===== config.mk =====
export PLATFORM = sky130hd
export DESIGN_NAME = inst_mem_loadable
export DESIGN_NICKNAME = d
export VERILOG_FILES = /design/src/rtl/inst_mem_loadable_pkg.sv /design/src/rtl/imem_ram_1r1w.sv /design/src/rtl/inst_mem_loadable.sv
export SDC_FILE = /design/constraint.sdc
export NUM_CORES = 2
export LEC_CHECK = 0
export ABC_AREA = 1
export CELL_PAD_IN_SITES_DETAIL_PLACEMENT = 1
export CELL_PAD_IN_SITES_GLOBAL_PLACEMENT = 2
export CORE_AREA = 2 2 418 420
export CTS_BUF_LIST = sky130_fd_sc_hd__clkbuf_4 sky130_fd_sc_hd__clkbuf_8
export CTS_CLUSTER_SIZE = 24
export DETAILED_ROUTE_END_ITERATION = 10
export DIE_AREA = 0 0 420 422
export GPL_ROUTABILITY_DRIVEN = 0
export PLACE_DENSITY = 0.95
export SYNTH_ARGS = -nofsm -noshare
export SYNTH_HDL_FRONTEND = slang
export SYNTH_HIERARCHICAL = 1
export SYNTH_SLANG_ARGS = --single-unit

===== constraint.sdc =====
create_clock -name clk -period 12.1 [get_ports clk]
set_input_delay 1.21 -clock clk [delete_from_list [all_inputs] [get_ports clk]]
set_output_delay 1.21 -clock clk [all_outputs]
set_load 0.01 [all_outputs]

===== src/rtl/inst_mem_loadable_pkg.sv =====
// Shared definitions for the loadable instruction memory and its CPU-level users.
package inst_mem_loadable_pkg;

   // Loader / fetch controller states
   typedef enum logic [1:0] {
      IDLE = 2'd0,
      LOAD = 2'd1,
      RUN  = 2'd2
   } state_t;

   // Defaults used by the CPU top when instantiating the memory
   localparam int unsigned DATA_W_DEF = 32;
   localparam int unsigned ADDR_W_DEF = 6;
   localparam logic [31:0] NOP_DEF    = 32'h0000_0000;

endpackage


===== src/rtl/imem_ram_1r1w.sv =====
// DEPTH x DATA_W storage: synchronous write port, registered read port.
// Contents are never reset so a loaded program survives rst.
module imem_ram_1r1w #(
   parameter int unsigned DATA_W = 32,
   parameter int unsigned ADDR_W = 6
) (
   input  logic              clk,
   input  logic              we,
   input  logic [ADDR_W-1:0] waddr,
   input  logic [DATA_W-1:0] wdata,
   input  logic              re,
   input  logic [ADDR_W-1:0] raddr,
   output logic [DATA_W-1:0] rdata
);

   localparam int unsigned DEPTH = 2 ** ADDR_W;

   logic [DATA_W-1:0] mem [DEPTH];

   // Write port: store the word on each enabled edge
   always_ff @(posedge clk) begin
      if (we) begin
         mem[waddr] <= wdata;
      end
   end

   // Read port: capture the addressed word; holds when re is low
   always_ff @(posedge clk) begin
      if (re) begin
         rdata <= mem[raddr];
      end
   end

endmodule


===== src/rtl/inst_mem_loadable.sv =====
// Boot-loadable instruction memory serving the IF stage: streaming loader,
// 1-cycle registered fetch with stall hold, flush-to-NOP and address faults.
module inst_mem_loadable
   import inst_mem_loadable_pkg::*;
#(
   parameter int unsigned          DATA_W = DATA_W_DEF,
   parameter int unsigned          ADDR_W = ADDR_W_DEF,
   parameter logic [DATA_W-1:0]    NOP    = NOP_DEF[DATA_W-1:0]
) (
   input  logic              clk,
   input  logic              rst,
   input  logic              boot_start,
   input  logic              ld_valid,
   output logic              ld_ready,
   input  logic [DATA_W-1:0] ld_data,
   input  logic              ld_last,
   output logic              load_done,
   output logic              load_err,
   input  logic [31:0]       pc,
   input  logic              fetch_en,
   input  logic              stall,
   input  logic              flush,
   output logic [DATA_W-1:0] inst,
   output logic              inst_valid,
   output logic              addr_fault
);

   state_t            state;
   logic [ADDR_W-1:0] ptr;
   logic              pc_bad;
   logic              ram_we;
   logic              ram_re;
   logic [DATA_W-1:0] ram_rdata;

   // Fetch address checks and RAM port controls
   always_comb begin
      pc_bad = (pc[1:0] != 2'b00) || ((pc >> (ADDR_W + 2)) != '0);
      ram_we = (state == LOAD) && ld_valid;
      ram_re = (state == RUN) && !boot_start && !flush && !stall && fetch_en && !pc_bad;
   end

   imem_ram_1r1w #(
      .DATA_W (DATA_W),
      .ADDR_W (ADDR_W)
   ) u_ram (
      .clk   (clk),
      .we    (ram_we),
      .waddr (ptr),
      .wdata (ld_data),
      .re    (ram_re),
      .raddr (pc[ADDR_W+1:2]),
      .rdata (ram_rdata)
   );

   // The RAM read register is the inst flop; inst_valid gates it so that a
   // stall simply leaves both untouched, and flush/reset force NOP at once.
   always_comb begin
      inst = inst_valid ? ram_rdata : NOP;
   end

   // Loader FSM and fetch status registers
   always_ff @(posedge clk or posedge rst) begin
      if (rst) begin
         state      <= IDLE;
         ptr        <= '0;
         ld_ready   <= 1'b0;
         load_done  <= 1'b0;
         load_err   <= 1'b0;
         inst_valid <= 1'b0;
         addr_fault <= 1'b0;
      end else begin
         case (state)
            IDLE: begin
               inst_valid <= 1'b0;
               addr_fault <= 1'b0;
               if (boot_start) begin
                  state    <= LOAD;
                  ptr      <= '0;
                  ld_ready <= 1'b1;
               end
            end
            LOAD: begin
               inst_valid <= 1'b0;
               addr_fault <= 1'b0;
               if (ld_valid) begin
                  ptr <= ptr + 1'b1;
                  if (ld_last || (ptr == '1)) begin
                     state     <= RUN;
                     ld_ready  <= 1'b0;
                     load_done <= 1'b1;
                     if (!ld_last) begin
                        load_err <= 1'b1;
                     end
                  end
               end
            end
            RUN: begin
               if (boot_start) begin
                  state      <= LOAD;
                  ptr        <= '0;
                  ld_ready   <= 1'b1;
                  load_done  <= 1'b0;
                  load_err   <= 1'b0;
                  inst_valid <= 1'b0;
                  addr_fault <= 1'b0;
               end else if (flush) begin
                  inst_valid <= 1'b0;
                  addr_fault <= 1'b0;
               end else if (stall) begin
                  inst_valid <= inst_valid;
                  addr_fault <= addr_fault;
               end else if (fetch_en) begin
                  inst_valid <= !pc_bad;
                  addr_fault <= pc_bad;
               end else begin
                  inst_valid <= 1'b0;
                  addr_fault <= 1'b0;
               end
            end
            default: begin
               state      <= IDLE;
               ld_ready   <= 1'b0;
               inst_valid <= 1'b0;
               addr_fault <= 1'b0;
            end
         endcase
      end
   end

endmodule


After elaboration in Yosys (flattened, before gate mapping). Memory sizes are Yosys's and may differ from the RTL's. A register that Yosys moved wholly into a read port is not among the register bits. Index checks and enable logic that the tools add are counted.

Multiplexer cells: 32. Reduce and logical (&&, ||, !) cells: 22. Add/sub/neg operators: 1. Equal/unequal tests: 9.

Operators by type and width (count): 32-bit 2-to-1 mux (1); 32-bit nonzero test (1); 1-bit 2-to-1 mux (21); 6-bit 2-to-1 mux (2); 6-bit one-hot mux with 2 select lines (1); 6-bit by 1-bit adder with 6-bit output, second input constant (1); 6-bit == test, second input constant (1); 1-bit logical AND (6); 2-bit 2-to-1 mux (3); 2-bit inequality test, second input constant (3); 1-bit one-hot mux with 2 select lines (3); 3-bit AND reduction (2); 2-bit nonzero test (3); 5-bit AND reduction (1); 1-bit zero test (4); 2-bit by 1-bit inequality test with 1-bit output, second input constant (2); 4-bit inequality test, second input constant (1); 2-bit one-hot mux with 2 select lines (1); 4-bit AND reduction (1); 2-bit by 1-bit == test with 1-bit output, second input constant (1); 2-bit == test, second input constant (1); 2-bit zero test (1); 1-bit logical OR (2); 2-bit OR reduction (1).

Word-level logic and storage cells: 72. Bits of input ports: 72. Flip-flop bits (word level): 13. Memories kept: 1. Memory bits (writable): 2048.

Memories: u_ram.mem (words 64, bits a word 32, rd ports 1, clocked after memory_dff 1, wr ports 1, line imem_ram_1r1w.sv:18) `logic [DATA_W-1:0] mem [DEPTH];`.

Depth between registers and ports, before layout.
Depth in word-level cells: 8. Depth in mapped cells: 13. Gate-level depth less buffers: 9.

Hierarchy. The synthesis kept the hierarchy.

Modules (own cells, without submodules): imem_ram_1r1w (instances 1, area an instance 83058.4 sq um, cells each 6769); inst_mem_loadable (instances 1, area an instance 1071.0 sq um, cells each 186).

Worst setup path before layout. No wires, ideal clock.

Path type: input port to flip-flop. Start point: input ld_valid. End point: memory u_ram.mem[48][0], enable pin. Slack: 6620 ps. Buffers on the path: 1. Cell stages on the path: 5. Arrival: 4977 ps. Path through: nand2_4 > inv_2 > clkbuf_1 > nand4_1 > nor4_1.

Word-level cells in the longest chain between the ends: 3.

Ends and longest elaborated chain: start, declared (line inst_mem_loadable.sv:13) `input logic ld_valid,`; 1-bit logical AND (line inst_mem_loadable.sv:38) `ram_we = (state == LOAD) && ld_valid;`; named net ram_we (line inst_mem_loadable.sv:31) `logic ram_we;`; 1-bit 2-to-1 mux (line imem_ram_1r1w.sv:22) `if (we) begin`; 1-bit 2-to-1 mux (implied by the code) (line imem_ram_1r1w.sv:23) `mem[waddr] <= wdata;`; end, declared (line imem_ram_1r1w.sv:18).

The timed path passes the listed nets, and every way through them passes these cells.

==> results.ini <==
[layout]
nets=7187
drive_gt1_share_pct=10.7
layout_commonest_cell=nand2_1
area_delta_synth_final_pct=11.6
layout_common_cells=nand2_1, edfxtp_1, nand3_1

[floorplan]
io_pins=109
die_h_um=422
rows=153
coreArea_sq_um=173000
start_util_pct=48.7
die_area_sq_um=177000
die_x_um=420

[pwr]
combPwrFrac_pct=6.9
clkPwrFrac_pct=39.8
p_int_mw=11.5
p_sw_share_pct=24.2
p_leak_nw=33.3
total_power_mw=15.2
power.density_nw_per_um2=162
ir_worst_vdd_v=0.000127
power.switching_mw=3.67
seq_power_share_pct=53.3

[setup_path]
crit_arrival_ps=5700
crit_type=in -> reg
r2r-end=u_ram/mem[28][28]
required_ps=12990
endpoint_kind=flop
worstSetupStartpointType=input pin
cp_max_fo=237
r2r-start=ptr[0]
reg2reg_slack_ps=8300
reg2reg_depth=4

[clocking]
htreeDepth=5
clock_tree.root_cell=clkbuf_8
postCtsSetupRepairBufs=0
path_clk_slew_ps=70
hold_buffers=0
worstSkewPairLatency_ps=1090
cts_buffers=353
cts_tree=yes
cts_buffer_depth=4
clock_sinks=2093
post_cts_resized=0

[worst_hold_path]
hold_class=in -> async

[sta]
slew_viol_final=0
fin_worst_skew_ps=68.9
max_slew_margin_pct=26.1
fmax_mhz=208
final.min_clock_period_ps=4810
worst_slew_pin_slew_ps=1100
final_hold_viol_count=0
setup_viol=0
rsz0062_at_grt=no
post-route-period-util_pct=39.8
fin_setup_tns_ps=0

[drt]
drt_iter0_drc=7697
drc=0
routedWlPerCell_um=28.9
dr.pass1.iters=6
postRouteAntennaNets=0
via_per_inst=6.14
vias=59400
drt_wl_total_mm=279

[synth]
async_reset_ff_share_pct=0.621
synth_flop_cell=edfxtp_1
avgSynthCellArea_sq_um=12.1
ys_ff_latch=2093
synthCells=6955
yosysUniqueCellTypes=29
yosysWarnings=6
synth-edff-count=2080
synth_area_leader_cell=edfxtp_1
synthTopCellsByArea=edfxtp_1, nand3_1, nand2_1
synth_fp_nets=7028
yosysSeqAreaShare_pct=74.6
synth_top_area_share_pct=74.2
netlist_area_sq_um=84100

[placed_design]
hpwl_mm=145
port-buffer-count=108

[grt]
antenna_found_initial=9
grt-ovfl-total=0
grt_pass1_vias=62700
track_usage_pct=31.2
grt_start_max_net_pins=238
grt_first_pass_wirelength_mm=404

[outcome]
status=finished, final reports clean

[run]
max-cap-violations=0

[flip-flops by register name (all words and copies together), names as in the netlist]
signal	flops
u_ram/mem	2048
u_ram/rdata	32
ptr	6
state	2
addr_fault	1
inst_valid	1
ld_ready	1
load_done	1
load_err	1
[synth_stat cells, drive strengths merged (2+ instances only)]
master and instances:
nand4 12, nand3 1918, inv 57, nor3 2
dfrtp 13, edfxtp 2080, nor2 85, clkbuf 78
nor4 8, o21ai 2, buf 375, nand2 2319
[how the worst max path moves through the flow]
stage	start	to	depth (start not counted)
floorplan	ld_valid	u_ram/mem[48][0]	5
global placement	pc[2]	u_ram/rdata[16]	12
detailed placement	pc[2]	u_ram/rdata[16]	12
CTS	pc[2]	u_ram/rdata[16]	12
global route	pc[2]	u_ram/rdata[18]	12
finish	pc[2]	u_ram/rdata[18]	12
[stage by stage]
step | utilization [%] | cells | hold slack, ps | area (sq um) | setup slack, ps
floorplan | - | 6955 | 505 | 84100 | 6620
global route | 54.3 | 9678 | 493 | 93900 | 7260
CTS | 54.3 | 9675 | 418 | 93900 | 7590
global placement | 50.6 | 9084 | 458 | 87400 | 6560
finish | 54.3 | 9678 | 483 | 93900 | 7290
detailed placement | 50.6 | 9084 | 475 | 87400 | 6500
[cell type report]
| type | count | area (sq um) |
|---|---|---|
| fill | 17500 | 79000 |
| sequential | 2093 | 62800 |
| multi-input combinational | 4352 | 19300 |
| clock buffer | 477 | 5830 |
| tap | 2325 | 2910 |
| timing repair buffer | 257 | 2120 |
| clock inverter | 114 | 649 |
| inverter | 57 | 250 |
| antenna | 3 | 7.51 |
[routing by layer]
layer / track usage (%) / part of all wire (%) / vias to the layer above / wire length (um)
li1: - / - / 25000 / -
met1: 39.2 / 36 / 30200 / 101000
met2: 51.0 / 48 / 3454 / 135000
met3: 6.50 / 10 / 748 / 28200
met4: 15.9 / 5.3 / 6 / 14700
met5: 0 / 0.015 / - / 42
[worst max-delay path, cell delays in order]
cell and delay (ps):
buf_8 180, inv_16 570, buf_4 970, buf_4 900
nand2_1 130, nand3_1 130, nand3_1 100, nand2_1 170
nand2_1 70, nand3_1 250, nand3_1 370, nand2_1 250
[logic make-up (layout without fill, tap and decap cells)]
logic type,count (synthesis),in the layout,share of synthesized area [%]
flops,2093,2093,74.6
simple gates,4346,4346,22.4
buf+inv,510,905,2.96
compound gates,5,5,0.0387
other cells,0,3,0
fa+ha+maj,1,1,0.0149
[power by group through the flow]
stage	Combinational, mW	Sequential (mW)	Clock [mW]
2_1_floorplan	0.554	8.21	0
3_3_place_gp	0.967	8.22	0
3_5_place_dp	1.01	8.23	0
4_1_cts	1.02	8.08	6.10
5_1_grt	1.11	8.08	6.38
6_report	1.04	8.08	6.04
No activity file was read; power rests on OpenSTA's default activity.
